$ cat src/rtl/display_capture.sv
// ---------------------------------------------------------------------------
// display_capture
//
// Sink-side panel model for the display DataPath. Watches the blanking and
// active-pixel strobes, rebuilds the pixel X/Y position and writes every
// active pixel into a frame buffer write port. Line and frame geometry are
// checked against H_ACTIVE / V_ACTIVE. Clean frames are reported and counted,
// and bad geometry is flagged.
//
// Ports
//   clk, reset           rising-edge clock, synchronous active-high reset
//   CSDisplay            chip select; when low, everything holds
//   HBOut_PD, VBOut_PD   horizontal / vertical blank from DataPath
//   AIPOut_PD, AILOut_PD active-pixel / active-line qualifiers
//   pix_in               pixel word, valid when AIPOut_PD & AILOut_PD
//   wr_en/addr/data      frame buffer write port (registered, 1-cycle latency)
//   x_cnt, y_cnt         current column / line
//   frame_done           1-cycle pulse, clean frame completed
//   frame_count          number of clean frames (wraps)
//   line_err             1-cycle pulse, line length != H_ACTIVE
//   frame_err            1-cycle pulse, bad line count or pixel overflow
//   synced               high once the first frame start has been seen
// ---------------------------------------------------------------------------
module display_capture #(
  parameter int PIXEL_W  = 32,
  parameter int H_ACTIVE = 640,
  parameter int V_ACTIVE = 480,
  parameter int ADDR_W   = 19,
  parameter int CNT_W    = 10
) (
  input  logic               clk,
  input  logic               reset,
  input  logic               CSDisplay,
  input  logic               HBOut_PD,
  input  logic               VBOut_PD,
  input  logic               AIPOut_PD,
  input  logic               AILOut_PD,
  input  logic [PIXEL_W-1:0] pix_in,
  output logic               wr_en,
  output logic [ADDR_W-1:0]  wr_addr,
  output logic [PIXEL_W-1:0] wr_data,
  output logic [CNT_W-1:0]   x_cnt,
  output logic [CNT_W-1:0]   y_cnt,
  output logic               frame_done,
  output logic [15:0]        frame_count,
  output logic               line_err,
  output logic               frame_err,
  output logic               synced
);

  localparam logic [1:0] ST_SYNC   = 2'd0;
  localparam logic [1:0] ST_VBLANK = 2'd1;
  localparam logic [1:0] ST_ACTIVE = 2'd2;
  localparam logic [1:0] ST_HBLANK = 2'd3;

  localparam logic [CNT_W-1:0]  H_LIM    = CNT_W'(H_ACTIVE);
  localparam logic [CNT_W-1:0]  V_LIM    = CNT_W'(V_ACTIVE);
  localparam logic [ADDR_W-1:0] H_STRIDE = ADDR_W'(H_ACTIVE);

  logic [1:0]         state_reg, state_next;
  logic               hb_prev_reg, hb_prev_next;
  logic               vb_prev_reg, vb_prev_next;
  logic [CNT_W-1:0]   x_reg, x_next;
  logic [CNT_W-1:0]   y_reg, y_next;
  logic               dirty_reg, dirty_next;
  logic               ovf_line_reg, ovf_line_next;
  logic               wr_en_reg, wr_en_next;
  logic [ADDR_W-1:0]  wr_addr_reg, wr_addr_next;
  logic [PIXEL_W-1:0] wr_data_reg, wr_data_next;
  logic               frame_done_reg, frame_done_next;
  logic [15:0]        frame_count_reg, frame_count_next;
  logic               line_err_reg, line_err_next;
  logic               frame_err_reg, frame_err_next;
  logic               synced_reg, synced_next;

  logic hb_rise, vb_rise, pix_valid, blank;
  logic take, close_line, end_frame;

  assign hb_rise   = HBOut_PD & ~hb_prev_reg;
  assign vb_rise   = VBOut_PD & ~vb_prev_reg;
  assign pix_valid = AIPOut_PD & AILOut_PD;
  assign blank     = HBOut_PD | VBOut_PD;

  always_comb begin
    state_next       = state_reg;
    hb_prev_next     = hb_prev_reg;
    vb_prev_next     = vb_prev_reg;
    x_next           = x_reg;
    y_next           = y_reg;
    dirty_next       = dirty_reg;
    ovf_line_next    = ovf_line_reg;
    wr_en_next       = 1'b0;
    wr_addr_next     = wr_addr_reg;
    wr_data_next     = wr_data_reg;
    frame_done_next  = 1'b0;
    frame_count_next = frame_count_reg;
    line_err_next    = 1'b0;
    frame_err_next   = 1'b0;
    synced_next      = synced_reg;
    take             = 1'b0;
    close_line       = 1'b0;
    end_frame        = 1'b0;

    if (CSDisplay) begin
      hb_prev_next = HBOut_PD;
      vb_prev_next = VBOut_PD;

      case (state_reg)
        ST_SYNC: begin
          if (vb_rise) begin
            state_next  = ST_VBLANK;
            synced_next = 1'b1;
          end
        end
        ST_VBLANK: begin
          if (pix_valid && !blank) begin
            take       = 1'b1;
            state_next = ST_ACTIVE;
          end
        end
        ST_ACTIVE: begin
          // A pixel arriving together with the closing blank edge is still
          // taken; the line is then closed on the updated column count.
          take       = pix_valid;
          close_line = hb_rise | vb_rise;
          end_frame  = vb_rise;
          if (hb_rise) state_next = ST_HBLANK;
        end
        default: begin // ST_HBLANK
          if (vb_rise) begin
            end_frame = 1'b1;
          end else if (pix_valid && !blank) begin
            take       = 1'b1;
            state_next = ST_ACTIVE;
          end
        end
      endcase

      if (take) begin
        if (x_next == H_LIM || y_next == V_LIM) begin
          // Outside the frame: drop it; x saturates at H_ACTIVE so the line
          // check does not double-report an over-long line.
          dirty_next = 1'b1;
          if (!ovf_line_next) frame_err_next = 1'b1;
          ovf_line_next = 1'b1;
        end else begin
          wr_en_next   = 1'b1;
          wr_addr_next = ADDR_W'(y_next) * H_STRIDE + ADDR_W'(x_next);
          wr_data_next = pix_in;
          x_next       = x_next + CNT_W'(1);
        end
      end

      if (close_line) begin
        if (x_next != H_LIM) begin
          line_err_next = 1'b1;
          dirty_next    = 1'b1;
        end
        x_next        = '0;
        ovf_line_next = 1'b0;
        // Saturate so surplus lines cannot wrap the address; they are
        // already caught as dirty by the line check or the overflow path.
        if (y_next != V_LIM) y_next = y_next + CNT_W'(1);
      end

      if (end_frame) begin
        if (y_next == V_LIM && !dirty_next) begin
          frame_done_next  = 1'b1;
          frame_count_next = frame_count_reg + 16'd1;
        end else begin
          frame_err_next = 1'b1;
        end
        dirty_next    = 1'b0;
        ovf_line_next = 1'b0;
        x_next        = '0;
        y_next        = '0;
        state_next    = ST_VBLANK;
      end
    end
  end

  always_ff @(posedge clk) begin
    if (reset) begin
      state_reg       <= ST_SYNC;
      hb_prev_reg     <= 1'b0;
      vb_prev_reg     <= 1'b0;
      x_reg           <= '0;
      y_reg           <= '0;
      dirty_reg       <= 1'b0;
      ovf_line_reg    <= 1'b0;
      wr_en_reg       <= 1'b0;
      wr_addr_reg     <= '0;
      wr_data_reg     <= '0;
      frame_done_reg  <= 1'b0;
      frame_count_reg <= '0;
      line_err_reg    <= 1'b0;
      frame_err_reg   <= 1'b0;
      synced_reg      <= 1'b0;
    end else begin
      state_reg       <= state_next;
      hb_prev_reg     <= hb_prev_next;
      vb_prev_reg     <= vb_prev_next;
      x_reg           <= x_next;
      y_reg           <= y_next;
      dirty_reg       <= dirty_next;
      ovf_line_reg    <= ovf_line_next;
      wr_en_reg       <= wr_en_next;
      wr_addr_reg     <= wr_addr_next;
      wr_data_reg     <= wr_data_next;
      frame_done_reg  <= frame_done_next;
      frame_count_reg <= frame_count_next;
      line_err_reg    <= line_err_next;
      frame_err_reg   <= frame_err_next;
      synced_reg      <= synced_next;
    end
  end

  assign wr_en       = wr_en_reg;
  assign wr_addr     = wr_addr_reg;
  assign wr_data     = wr_data_reg;
  assign x_cnt       = x_reg;
  assign y_cnt       = y_reg;
  assign frame_done  = frame_done_reg;
  assign frame_count = frame_count_reg;
  assign line_err    = line_err_reg;
  assign frame_err   = frame_err_reg;
  assign synced      = synced_reg;

endmodule

$ cat config.mk
export PLATFORM = sky130hd
export DESIGN_NAME = display_capture
export DESIGN_NICKNAME = d
export VERILOG_FILES = /design/src/rtl/display_capture.sv
export SDC_FILE = /design/constraint.sdc
export NUM_CORES = 1
export LEC_CHECK = 0
export BUFFER_PORTS_ARGS = -buffer_cell sky130_fd_sc_hd__buf_4
export CAP_MARGIN = 10
export CELL_PAD_IN_SITES_DETAIL_PLACEMENT = 0
export CELL_PAD_IN_SITES_GLOBAL_PLACEMENT = 1
export CORE_MARGIN = 3
export CORE_UTILIZATION = 42
export DETAILED_ROUTE_END_ITERATION = 8
export HOLD_SLACK_MARGIN = 0.02
export PLACE_DENSITY = 0.86
export SYNTH_ARGS = -nofsm -noshare
export SYNTH_HDL_FRONTEND = slang
export SYNTH_SLANG_ARGS = --single-unit
$ cat constraint.sdc
create_clock -name clk -period 4.15 [get_ports clk]
set_input_delay 0.83 -clock clk [delete_from_list [all_inputs] [get_ports clk]]
set_output_delay 0.83 -clock clk [all_outputs]
set_load 0.02 [all_outputs]
# Word-level counts from Yosys, hierarchy flattened
# Index checks and enable logic that the tools add are counted.
# op_classes
n_addsub	4
multipliers	1
div_mod_pow	0
order_cmp	0
n_eq_ne	10
n_shift	0
mux	42
bitwise_logic	12
n_reduce_logical	18
# ops
operator	n
$mux 10	9
$mux 1	25
$add 10x1->10 const B	2
$eq 10x9->1 const B	2
$add 19x10->19	1
$add 16x1->16 const B	1
$mul 10x3->12 const B	1
$reduce_and 3->1	4
$eq 10x10->1 const B	1
$mux 2	5
$ne 10x10->1 const B	1
$ne 10x9->1 const B	1
$reduce_or 3->1	3
$not 1->1	7
$ne 3x3->1 const B	2
$pmux 2 s3	1
$reduce_bool 3->1	2
$ne 5x1->1 const B	1
$reduce_and 4->1	1
$reduce_or 2->1	2
$and 1x1->1	3
$pmux 1 s3	1
$eq 2x1->1 const B	1
$eq 2x2->1 const B	1
other kinds (6)	9
# totals
ff_bits	98
latch_bits	0
ramBits	0
romBits	0
output_inout_bits	92
memories	0

# Depth between registers and ports, before layout
# Gate-level depths: netlist of the first run.
# depth
word_depth	17
mapped_depth	13
ltp_nobuf	11

# Least setup slack after synthesis of the first run
# No wires, ideal clock.
# synth_timing
path_type	register -> register
from	register y_reg[3], in the netlist y_cnt[3]
to	register wr_addr_reg[18], in the netlist wr_addr[18]
arrival_time_ns	2.886
t_required_ns	4.064
setup_slack_ns	1.178
path_stages_with_launch	11
period_less_slack_ns	2.972
cell_sequence	dfxtp_1 -> ha_1 -> ha_1 -> fa_1 -> a21o_1 -> a21oi_1 -> xor2_1 -> a2111o_1 -> nor4_1 -> xnor2_1 -> a211oi_1
# synth_via
elab_chain_len	4
elab_cells_between_ends	6
classes_between	add/sub (1); mul (1); eq/ne (1); bitwise (1); reduce/logical (2)
# synth_lines
item	line	source
start, declared	64	logic [CNT_W-1:0] y_reg, y_next;
start signal, assigned	204	y_reg <= y_next;
branches (longest 4 deep; another with $add 19x10->19)	--	
end signal, assigned	208	wr_addr_reg <= wr_addr_next;
end, declared	68	logic [ADDR_W-1:0] wr_addr_reg, wr_addr_next;
# Parallel ways; which one is timed is not known.
# A chain may end at the register's enable or synchronous reset.

# Final worst setup path of the first run
# layout_timing
from	input port VBOut_PD
to	register frame_count_reg[3], in the netlist frame_count[3]
# layout_via
elab_chain_len	16
elab_cells_between_ends	27
classes_between	eq/ne (2); mux (17); bitwise (3); reduce/logical (5)
# layout_lines
item	line	source
start, declared	35	input logic VBOut_PD,
$or 1x1->1	82	assign blank = HBOut_PD | VBOut_PD;
$logic_not 1->1	116, 132	
$logic_and 1x1->1	116, 132	
$mux 1	116, 132	
$mux 1	130	if (vb_rise) begin
$pmux 1 s3	108	case (state_reg)
$mux 1	104	if (CSDisplay) begin
$mux 10	139	if (take) begin
$mux 10	104	
$ne 10x10->1	155	if (x_next != H_LIM) begin
$mux 1	155	
$mux 1	154	if (close_line) begin
$mux 1	104	
$logic_not 1->1	167	if (y_next == V_LIM && !dirty_next) begin
$logic_and 1x1->1	167	
$reduce_and 3->1 (no source line) (*)	--	
end signal, assigned	211	frame_count_reg <= frame_count_next;
end, declared	71	logic [15:0] frame_count_reg, frame_count_next;
# Mark *: on every way between the ends. The rest lies on a longest branch, timed or not. The select of a mux whose other input is x is not followed.

==> metrics.txt, run 1 <==
number of gates resized after CTS 0; Largest register FFs 32; maximum ir drop on the vdd rail 0.1808 mV; Total Wirelength approximately 14000 µm; number of buffers inserted during clock tree synthesis 9; time the final worst path needs with I/O delays and setup between 3 and 4 ns; Register-to-Register Path Depth 10; Post-Syn Area 5421 µm²; met1 routed wirelength after detailed routing 6395 µm; number of failing hold endpoints at the final stage 0; area share of fa/ha/maj cells after synthesis 7.201%; Worst-Margin Slew 1.119 ns; CP endpoint frame_count[3]$_SDFFE_PP0P_; warnings from Yosys 0; Critical R2R Capture frame_count[3]$_SDFFE_PP0P_; Critical R2R Launch state_reg[1]$_SDFFE_PP0P_; number of standard cells after synthesis 668; highest net fanout along the worst path 14; Worst setup EP type flop; number of synthesized register bits 98; initial antenna violation count 0; number of nets at the end of the flow 847; core region area about 12000 µm²; worst slew slack as a fraction of its limit about a quarter; area fraction in and, or, nand and nor cells after synthesis 27.97%; top cell type's share of synthesized area a little over a third; data required time at the worst endpoint roughly 4.4 ns; horizontal die dimension about 120 µm; global placer's final weighted congestion around 0.91; CTS Root Cell sky130_fd_sc_hd__clkbuf_16; die area roughly 14000 µm²; Async SR Flop Fraction 0%; Hold WC Path Type flop to flop; height of the chip 119.6 µm; synthesized area per cell ~8 µm²; area overhead of the layout relative to synthesis 25.94%; Via Count between 5000 and 6000; power density over the cells just under 300 nW/µm²; final core utilization about 55%; highest metal layer with signal wires met4; Synth Area in Compound Gates 17.40%; worst setup path startpoint VBOut_PD; input/output buffers 130; met3 wire len 808 µm; Final setup viols 0; Net Count, Synth 737; Ports approximately 130; residual overflow from global routing 0; ratio of final minimum period to clock period 82.54%; cell type with the largest total area after synthesis sky130_fd_sc_hd__dfxtp_1; average wire per standard cell ~15 µm; hold bufs inserted after CTS 0; hpwl dp between 10000 and 15000 µm; Max-cap violations 0; insertion delay to the later sink of the worst-skew pair 0.35 ns; Synth area leaders sky130_fd_sc_hd__dfxtp_1 (36%), sky130_fd_sc_hd__nand2_1 (7.5%), sky130_fd_sc_hd__a21oi_1 (6.5%), sky130_fd_sc_hd__ha_1 (6.5%), sky130_fd_sc_hd__nor2_1 (5.1%); Setup Buffers After CTS 0; worst-case setup slack after placement around 0.36 ns; top library cells by usage in the layout, fill and taps aside sky130_fd_sc_hd__buf_4 (137), sky130_fd_sc_hd__nand2_1 (109), sky130_fd_sc_hd__dfxtp_1 (98); mux share of post-synthesis cell area approximately 3.9%; arrival time at the worst endpoint between 3 and 4 ns; Met2 Routed Length 6684 µm; Bufs on Longest Clock Path 2; library cells used by synthesis 63; leakage power of the design ~2.8 nW; class of the most critical setup path primary input to flop; ratio of routed vias to standard cells 5.356; run status complete, no violations; wire length of the first global-routing pass 23080 µm; fmax approximately 290 MHz; hold path start wr_data[19]$_SDFFE_PP0P_; number of placement rows 40; portion of the post-synthesis area used by sequential elements around 36%; number of global-route vias before repair 4721; clock slew at the register clock pins of the worst setup and hold paths around 0.07 ns; Sinks on Clock Net approximately 100; dominant combinational cell family by area after synthesis simple AND/OR/NAND/NOR gates; final count of pins violating max slew 0; largest net degree at the start of global routing 111; EDFF count, synth 0; Clock Skew 0.009844 ns; layout cell share with drive strength beyond 1 ~24%; reg-to-reg slack, setup between 0.7 and 0.8 ns; number of optimization iterations in the first detailed-route pass 5; ant diodes 0; final sum of negative setup slack 0 ns; most common cell after layout, fill and taps aside sky130_fd_sc_hd__buf_4; total routing resource utilization after global routing a little under 20%; RSZ-0062 raised after global routing false; xor/xnor share of the synthesized area approximately 3.2%; Residual DRC 0; number of H-tree levels 3; most common flop cell mapped by yosys sky130_fd_sc_hd__dfxtp_1; post-route antenna net violation count 0; number of violations reported at the end of detailed-routing iteration 0 394; Worst Setup Slack, final 0.7247 ns; startpoint type of the worst setup path primary input; initial cell density of the core 44.03%; clock tree from TritonCTS done
==> layout make-up <==
class	instances	area (µm²)
Clock buffer	11	242.7
Sequential cell	98	1962
Fill cell	1174	5484
Clock inverter	5	85.08
Inverter	14	52.55
Timing Repair Buffer	137	1028
Tap cell	168	210.2
Multi-Input combinational cell	518	3247
==> Yosys cell counts, types with 7 or more instances <==
library cell	number
sky130_fd_sc_hd__a22oi_1	7
sky130_fd_sc_hd__and3_1	12
sky130_fd_sc_hd__ha_1	28
sky130_fd_sc_hd__inv_1	13
sky130_fd_sc_hd__xnor2_1	12
sky130_fd_sc_hd__xor2_1	8
sky130_fd_sc_hd__nand4_1	7
sky130_fd_sc_hd__a211oi_1	11
sky130_fd_sc_hd__and2_1	7
sky130_fd_sc_hd__nor2_1	73
sky130_fd_sc_hd__o21ai_0	22
sky130_fd_sc_hd__clkbuf_1	32
sky130_fd_sc_hd__dfxtp_1	98
sky130_fd_sc_hd__nor3_1	13
sky130_fd_sc_hd__a21oi_1	70
sky130_fd_sc_hd__nor2b_1	17
sky130_fd_sc_hd__nor3_2	8
sky130_fd_sc_hd__mux2_4	10
sky130_fd_sc_hd__nand2_1	109
sky130_fd_sc_hd__nand3_1	18
==> metal layers <==
| layer | global-route usage, % | up-vias |
|---|---|---|
| li1 | - | 2563 |
| met1 | 25.86 | 2384 |
| met4 | 5.870 | 0 |
| met5 | 0 | - |
| met2 | 30.90 | 133 |
| met3 | 4.571 | 14 |
==> per-stage QoR <==
step	hold WS (ns)	total power, W	instance area [µm²]	instances
after global routing	0.4717	0.002102	6828	951
after CTS	0.4581	0.002049	6828	951
after detailed placement	0.4483	0.001129	6500	935
after global placement	0.4427	0.001127	6500	935
after floorplan	0.4402	0.001069	5421	668
final	0.4577	0.002027	6828	951
==> power by group <==
part	internal, W	total [W]	switching (W)
logic	0.0000604	0.000152	0.0000915
registers	0.000949	0.000956	0.00000696
clock network	0.000551	0.000919	0.000369
==> worst max-delay path, cell delays in order <==
cell and delay (ns):
sky130_fd_sc_hd__buf_4 0.10, sky130_fd_sc_hd__nor2b_1 0.45, sky130_fd_sc_hd__o21ai_2 0.24, sky130_fd_sc_hd__nor3_1 0.29, sky130_fd_sc_hd__xor2_1 0.14, sky130_fd_sc_hd__nor3_1 0.43
sky130_fd_sc_hd__nand3_2 0.40, sky130_fd_sc_hd__nor4b_1 0.42, sky130_fd_sc_hd__mux2_1 0.36
==> worst min path at each step <==
| stage | slack, ns | end | depth (start not counted) |
|---|---|---|---|
| after floorplan | 0.44 | dirty_reg$_SDFFE_PP0P_ | 2 |
| after global placement | 0.44 | wr_data[1]$_SDFFE_PP0P_ | 2 |
| after detailed placement | 0.45 | wr_data[10]$_SDFFE_PP0P_ | 2 |
| after CTS | 0.46 | wr_data[10]$_SDFFE_PP0P_ | 2 |
| after global routing | 0.47 | wr_addr[12]$_SDFFE_PP0P_ | 2 |
| final | 0.46 | wr_data[19]$_SDFFE_PP0P_ | 2 |
==> kinds of logic after synthesis <==
group	Yosys count
AO/OA/AOI/OAI	150
XOR/XNOR	20
adder cells (fa/ha/maj)	30
buffers and inverters	52
flip-flops	98
multiplexers	16
AND/OR/NAND/NOR	302
Power figures use the tool's default switching activity.
==> run 2, diff against run 1 <==
--- a/config.mk
+++ b/config.mk
@@ -5,15 +5,16 @@
 export SDC_FILE = /design/constraint.sdc
 export NUM_CORES = 1
 export LEC_CHECK = 0
+export ABC_AREA = 1
 export BUFFER_PORTS_ARGS = -buffer_cell sky130_fd_sc_hd__buf_4
 export CAP_MARGIN = 10
 export CELL_PAD_IN_SITES_DETAIL_PLACEMENT = 0
 export CELL_PAD_IN_SITES_GLOBAL_PLACEMENT = 1
 export CORE_MARGIN = 3
-export CORE_UTILIZATION = 42
+export CORE_UTILIZATION = 34
 export DETAILED_ROUTE_END_ITERATION = 8
 export HOLD_SLACK_MARGIN = 0.02
-export PLACE_DENSITY = 0.86
+export PLACE_DENSITY = 0.77
 export SYNTH_ARGS = -nofsm -noshare
 export SYNTH_HDL_FRONTEND = slang
 export SYNTH_SLANG_ARGS = --single-unit
==> constraint.sdc (replaced) <==
create_clock -name clk -period 3.1 [get_ports clk]
set_input_delay 0.62 -clock clk [delete_from_list [all_inputs] [get_ports clk]]
set_output_delay 0.62 -clock clk [all_outputs]
set_load 0.02 [all_outputs]
==> metrics.txt, run 2 <==
ratio of routed vias to standard cells around 4.7; input/output buffers 130; time the final worst path needs with I/O delays and setup about 2.7 ns; power density over the cells roughly 380 nW/µm²; startpoint type of the worst setup path flop; arrival time at the worst endpoint 2.99 ns; Setup Buffers After CTS 0; area overhead of the layout relative to synthesis 27.87%; die area approximately 18000 µm²; portion of the post-synthesis area used by sequential elements between 30% and 40%; ant diodes 0; worst slew slack as a fraction of its limit between 50% and 60%; number of optimization iterations in the first detailed-route pass 5; number of buffers inserted during clock tree synthesis 9; hpwl dp between 10000 and 15000 µm; number of standard cells after synthesis 795; fmax between 300 and 400 MHz; most used cell, CP sky130_fd_sc_hd__nand2_1; most common cell after layout, fill and taps aside sky130_fd_sc_hd__nor2_1; Async SR Flop Fraction 0%; worst path cell trace ha_1 > fa_1 > inv_1 > nor3_1 > nand2_1 > nor2_1 > nand2_1 > nor2_1 > nand2_1 > o21ai_0 > nand3_1 > nand2_1 > inv_1; Hold WC Path Type flop to flop; Via Count around 5300; average wire per standard cell between 10 and 15 µm; # fillers about 1700; highest-delay cell along the critical path sky130_fd_sc_hd__fa_1; highest net fanout along the worst path 8; multi-input logic area just over 3000 µm²; EDFF count, synth 0; Internal Power around 0.0020 W; Synth area leaders sky130_fd_sc_hd__dfxtp_1 (35%), sky130_fd_sc_hd__nor2_1 (10%), sky130_fd_sc_hd__nand2_1 (9.1%), sky130_fd_sc_hd__ha_1 (6.3%), sky130_fd_sc_hd__o21ai_0 (5.7%); CTS Root Cell sky130_fd_sc_hd__clkbuf_16; final instance count without filler cells about 1100; Ports 131; Worst setup EP type flop; Storage cell area 1963 µm²; ratio of final minimum period to clock period between 80% and 90%; clock share of power 43.6%; final total power ~0.0027 W; largest net degree at the start of global routing between 60 and 70; run status complete, no violations; slowest stage delay, CP ~0.57 ns; Max-cap violations 0; Sinks on Clock Net 98; RSZ-0062 raised after global routing false; synthesized area per cell roughly 7.0 µm²; Bufs on Longest Clock Path 2; clock tree from TritonCTS done; initial antenna violation count 0; number of nets at the end of the flow 991; number of synthesized register bits slightly below 100; insertion delay to the later sink of the worst-skew pair 0.35 ns; portion of total power attributed to sequential cells around 48%; cell type with the largest total area after synthesis sky130_fd_sc_hd__dfxtp_1; initial cell density of the core around a third; Sw Share 24.40%; number of violations reported at the end of detailed-routing iteration 0 between 200 and 300; wire length of the first global-routing pass 25510 µm; worst hold slack after final layout 0.4696 ns; part of the total power dissipated in combinational logic a little over 8%; Total Wirelength about 15000 µm; P_sw 0.0006508 W; data required time at the worst endpoint 3.35 ns; layout cell share with drive strength beyond 1 22.01%; top cell type's share of synthesized area between 30% and 40%; reg-to-reg slack, setup 0.37 ns; Largest register FFs 32; most frequent cells after synthesis sky130_fd_sc_hd__nor2_1 (149), sky130_fd_sc_hd__nand2_1 (134), sky130_fd_sc_hd__dfxtp_1 (98), sky130_fd_sc_hd__inv_1 (70), sky130_fd_sc_hd__o21ai_0 (63); class of the most critical setup path flop to flop; Net Count, Synth 864; post-route antenna net violation count 0; total routing resource utilization after global routing 17.22%; library cells used by synthesis 41; Final setup viols 0; cell with the most instances after synthesis sky130_fd_sc_hd__nor2_1; final count of pins violating max slew 0; number of H-tree levels 3; top library cells by usage in the layout, fill and taps aside sky130_fd_sc_hd__nor2_1 (148), sky130_fd_sc_hd__buf_4 (146), sky130_fd_sc_hd__nand2_1 (134); global placer's final weighted congestion between 0.8 and 0.9; number of failing hold endpoints at the final stage 0; clock slew at the register clock pins of the worst setup and hold paths around 0.070 ns; height of the chip approximately 130 µm; Post-Syn Area between 5000 and 6000 µm²; warnings from Yosys 0; final sum of negative setup slack 0 ns; maximum ir drop on the vdd rail 0.2614 mV; core region area roughly 16000 µm²; residual overflow from global routing 0; most common flop cell mapped by yosys sky130_fd_sc_hd__dfxtp_1; Worst-Margin Slew about 0.63 ns; Clock Skew roughly 0.013 ns; number of global-route vias before repair between 5000 and 6000; Residual DRC 0; horizontal die dimension about 130 µm; leakage power of the design about 3.2 nW; hold bufs inserted after CTS 0; placed cell count between 1000 and 1500; number of placement rows 46
==> run 2: area by class of cell <==
cell class / instances / area share (%)
Clock inverter: 4 / 0.6889
Sequential cell: 98 / 27.72
Tap cell: 216 / 3.816
Inverter: 81 / 4.310
Clock buffer: 12 / 3.480
Multi-Input combinational cell: 584 / 43.95
Timing Repair Buffer: 148 / 16.04
==> run 2: kinds of logic (layout without fill, tap and decap cells) <==
group,count (synthesis),in the layout,synth area share (%)
buffers and inverters,113,245,8.516
xor gates and xnor gates,35,35,5.670
adders and majority gates,30,30,7.048
DFF,98,98,35.42
and+or+nand+nor,381,381,30.04
AOI/OAI and AO/OA,138,138,13.30
==> run 2: through the flow <==
| stage | worst slack (ns) | util (%) | cell area (µm²) |
|---|---|---|---|
| final | 0.3670 | 44.59 | 7083 |
| after global routing | 0.04796 | 44.59 | 7083 |
| after CTS | 0.3259 | 44.58 | 7082 |
| after detailed placement | 0.3403 | 42.72 | 6787 |
| after global placement | 0.3782 | 42.72 | 6787 |
| after floorplan | 0.3356 | - | 5539 |
==> run 2: per-layer routing <==
layer / routed length [µm] / GRT usage (%) / share of wire (%)
met2: 6719 / 26.81 / 44
met3: 1028 / 5.476 / 6.7
met4: 151 / 4.286 / 0.99
met5: 0 / 0 / 0
met1: 7353 / 23.27 / 48
==> run 2: final timing paths <==
kind                                       startpoint                        to  depth (start not counted)
worst max-delay path            y_cnt[4]$_SDFFE_PP0P_  wr_addr[18]$_SDFFE_PP0P_                         13
worst min-delay path              synced$_SDFFE_PP0P_       synced$_SDFFE_PP0P_                          2
worst max register to register  y_cnt[4]$_SDFFE_PP0P_  wr_addr[18]$_SDFFE_PP0P_                         13
worst min register to register    synced$_SDFFE_PP0P_       synced$_SDFFE_PP0P_                          2
==> run 2: critical path: cells and delay by family, from the launching register on <==
family | cells | cell delay, ns
AND/OR/NAND/NOR | 8 | 1.01
adder cells (fa/ha/maj) | 2 | 0.90
flip-flops | 1 | 0.49
AO/OA/AOI/OAI | 1 | 0.14
buffers and inverters | 2 | 0.11
==> run 2: power groups by stage <==
| stage | Combinational, W | Clock [W] | Sequential (W) |
|---|---|---|---|
| floorplan | 0.000105 | 0 | 0.00133 |
| global placement | 0.000220 | 0 | 0.00132 |
| detailed placement | 0.000220 | 0 | 0.00131 |
| CTS | 0.000221 | 0.00120 | 0.00129 |
| global route | 0.000243 | 0.00125 | 0.00129 |
| finish | 0.000218 | 0.00116 | 0.00129 |
==> run 2: timing repair <==
| action | in CTS | in global routing |
|---|---|---|
| resized for setup | 0 | 1 |
| endpoints found under the hold margin | 0 | 0 |
| setup endpoints to repair | 0 | 2 |
==> run 3, diff against run 2 <==
--- a/config.mk
+++ b/config.mk
@@ -5,16 +5,15 @@
 export SDC_FILE = /design/constraint.sdc
 export NUM_CORES = 1
 export LEC_CHECK = 0
-export ABC_AREA = 1
 export BUFFER_PORTS_ARGS = -buffer_cell sky130_fd_sc_hd__buf_4
 export CAP_MARGIN = 10
 export CELL_PAD_IN_SITES_DETAIL_PLACEMENT = 0
 export CELL_PAD_IN_SITES_GLOBAL_PLACEMENT = 1
 export CORE_MARGIN = 3
-export CORE_UTILIZATION = 34
+export CORE_UTILIZATION = 36
 export DETAILED_ROUTE_END_ITERATION = 8
 export HOLD_SLACK_MARGIN = 0.02
-export PLACE_DENSITY = 0.77
+export PLACE_DENSITY = 0.78
 export SYNTH_ARGS = -nofsm -noshare
 export SYNTH_HDL_FRONTEND = slang
 export SYNTH_SLANG_ARGS = --single-unit
==> metrics.txt, run 3 (synthesis gave the netlist of run 1 again) <==
final design area excluding fillers a little over 7000 µm²; Via Count 5217; final sum of negative setup slack 0 ns; most used cell, CP sky130_fd_sc_hd__buf_4; portion of total power attributed to sequential cells 48.2%; clock slew at the register clock pins of the worst setup and hold paths about 0.070 ns; number of placement rows 44; number of nets at the end of the flow just under 900; top library cells by usage in the layout, fill and taps aside sky130_fd_sc_hd__buf_4 (160), sky130_fd_sc_hd__nand2_1 (109), sky130_fd_sc_hd__dfxtp_1 (95); CTS Root Cell sky130_fd_sc_hd__clkbuf_16; largest net degree at the start of global routing around 80; reg-to-reg slack, setup 0.17 ns; number of optimization iterations in the first detailed-route pass 4; initial antenna violation count 0; Register-to-Register Path Depth 12; worst setup path startpoint state_reg[1]$_SDFFE_PP0P_; arrival time at the worst endpoint 3.16 ns; number of failing hold endpoints at the final stage 0; run status complete, no violations; highest-delay cell along the critical path sky130_fd_sc_hd__dfxtp_1; hpwl dp between 10000 and 15000 µm; Worst-Margin Slew ~0.85 ns; Hold WC Path Type flop to flop; startpoint type of the worst setup path flop; class of the most critical setup path flop to flop; Total Wirelength 15280 µm; post-route antenna net violation count 0; layout cell share with drive strength beyond 1 roughly 28%; ant diodes 0; Sinks on Clock Net 98; highest net fanout along the worst path 7; area overhead of the layout relative to synthesis 30.72%; Bufs on Longest Clock Path 2; most common cell after layout, fill and taps aside sky130_fd_sc_hd__buf_4; final count of pins violating max slew 0; Critical R2R Launch state_reg[1]$_SDFFE_PP0P_; time the final worst path needs with I/O delays and setup between 2 and 3 ns; Critical R2R Capture frame_count[9]$_SDFFE_PP0P_; number of buffers inserted during clock tree synthesis 9; maximum ir drop on the vdd rail 0.3046 mV; worst-case setup slack after placement -0.05497 ns; part of the total power dissipated in combinational logic under 10%; insertion delay to the later sink of the worst-skew pair ~0.35 ns; final core utilization about half; horizontal die dimension 128.7 µm; fmax around 340 MHz; initial cell density of the core roughly 37%; Residual DRC 0; ratio of routed vias to standard cells around 5.3; height of the chip around 130 µm; worst path cell trace inv_1 > ha_1 > nor2_1 > o32ai_2 > buf_4 > and3_2 > and2_2 > o211ai_4 > a31oi_4 > buf_4 > nor3_2 > mux2_4; average wire per standard cell 15.40 µm; worst slew slack as a fraction of its limit approximately 43%; Worst Setup Slack, final around 0.17 ns; leakage power of the design 2.908 nW; Largest register FFs 32; number of H-tree levels 3; final total power 0.002652 W; ratio of final minimum period to clock period between 90% and 100%; slowest stage delay, CP roughly 0.40 ns; Ports 131; wire length of the first global-routing pass ~25000 µm; clock tree from TritonCTS done; Sw Share between 20% and 30%; Max-cap violations 0; power density over the cells 374.2 nW/µm²; Internal Power ~0.002 W; CP endpoint frame_count[9]$_SDFFE_PP0P_; Worst setup EP type flop; die area 16570 µm²; residual overflow from global routing 0; Final setup viols 0; clock share of power 43.4%; cell area after placement roughly 6700 µm²; P_sw between 0.0006 and 0.0007 W; RSZ-0062 raised after global routing false; global placer's final weighted congestion about 0.87; Clock Skew between 0.005 and 0.006 ns; number of violations reported at the end of detailed-routing iteration 0 about 330; data required time at the worst endpoint 3.33 ns; input/output buffers 130; number of global-route vias before repair 4956; core region area 14640 µm²; total routing resource utilization after global routing a little under a fifth
run 3: cell count changes in the layout (fill, tap and decap cells not counted), moves of 17 or more:
| cell | previous run | this run |
|---|---|---|
| sky130_fd_sc_hd__nand3_1 | 35 | 17 |
| sky130_fd_sc_hd__nand2_1 | 134 | 109 |
| sky130_fd_sc_hd__inv_1 | 70 | 13 |
| sky130_fd_sc_hd__nor2b_1 | 0 | 17 |
| sky130_fd_sc_hd__o21ai_0 | 63 | 22 |
| sky130_fd_sc_hd__nor2_1 | 148 | 72 |
| sky130_fd_sc_hd__xor2_1 | 27 | 8 |
run 3: repair_timing:
action	4_1_cts	5_1_grt
endpoints found under the setup margin	0	18
resized for setup	0	14
hold buffers	0	0
setup buffers	0	1
run 3: final cells by class:
class	instances	area (µm²)
clock buffer	10	229.0
sequential	98	1966
inverter	14	52.55
tap	184	230.2
multi-input combinational	519	3314
clock inverter	6	73.82
timing repair buffer	161	1221
fill	1458	7557
run 3: worst min-delay path by stage:
stage                                         from                        to  slack [ns]  cells past startpoint
after floorplan             dirty_reg$_SDFFE_PP0P_    dirty_reg$_SDFFE_PP0P_        0.44                      2
after global placement    wr_data[11]$_SDFFE_PP0P_  wr_data[11]$_SDFFE_PP0P_        0.44                      2
after CTS                 wr_data[26]$_SDFFE_PP0P_  wr_data[26]$_SDFFE_PP0P_        0.46                      2
after global routing      wr_data[13]$_SDFFE_PP0P_  wr_data[13]$_SDFFE_PP0P_        0.47                      2
after detailed placement  wr_data[26]$_SDFFE_PP0P_  wr_data[26]$_SDFFE_PP0P_        0.45                      2
final                      wr_data[9]$_SDFFE_PP0P_   wr_data[9]$_SDFFE_PP0P_        0.46                      2
run 3: per-layer routing:
| metal | GRT usage (%) | routed length (µm) |
|---|---|---|
| met1 | 24.01 | 7043 |
| met2 | 28.69 | 7067 |
| met3 | 4.193 | 914 |
| met4 | 6.794 | 255 |
| met5 | 0 | 0 |
run 3: power groups by stage:
stage	Sequential [W]	Clock, W	Combinational (W)
finish	0.00128	0.00115	0.000222
global route	0.00128	0.00123	0.000244
CTS	0.00128	0.00119	0.000217
detailed placement	0.00131	0	0.000216
global placement	0.00131	0	0.000213
floorplan	0.00132	0	0.000115
run 3: worst max-delay path, delay by kind of cell (launching register included):
kind / cells / cell delay (ns)
simple gates: 4 / 0.85
compound gates: 3 / 0.56
buf+inv: 3 / 0.45
flops: 1 / 0.40
mux: 1 / 0.31
fa+ha+maj: 1 / 0.24
run 3: through the flow:
step	std cells	hold slack, ns
floorplan	668	0.4402
global placement	974	0.4427
detailed placement	974	0.4474
CTS	990	0.4581
global route	992	0.4728
finish	992	0.4567
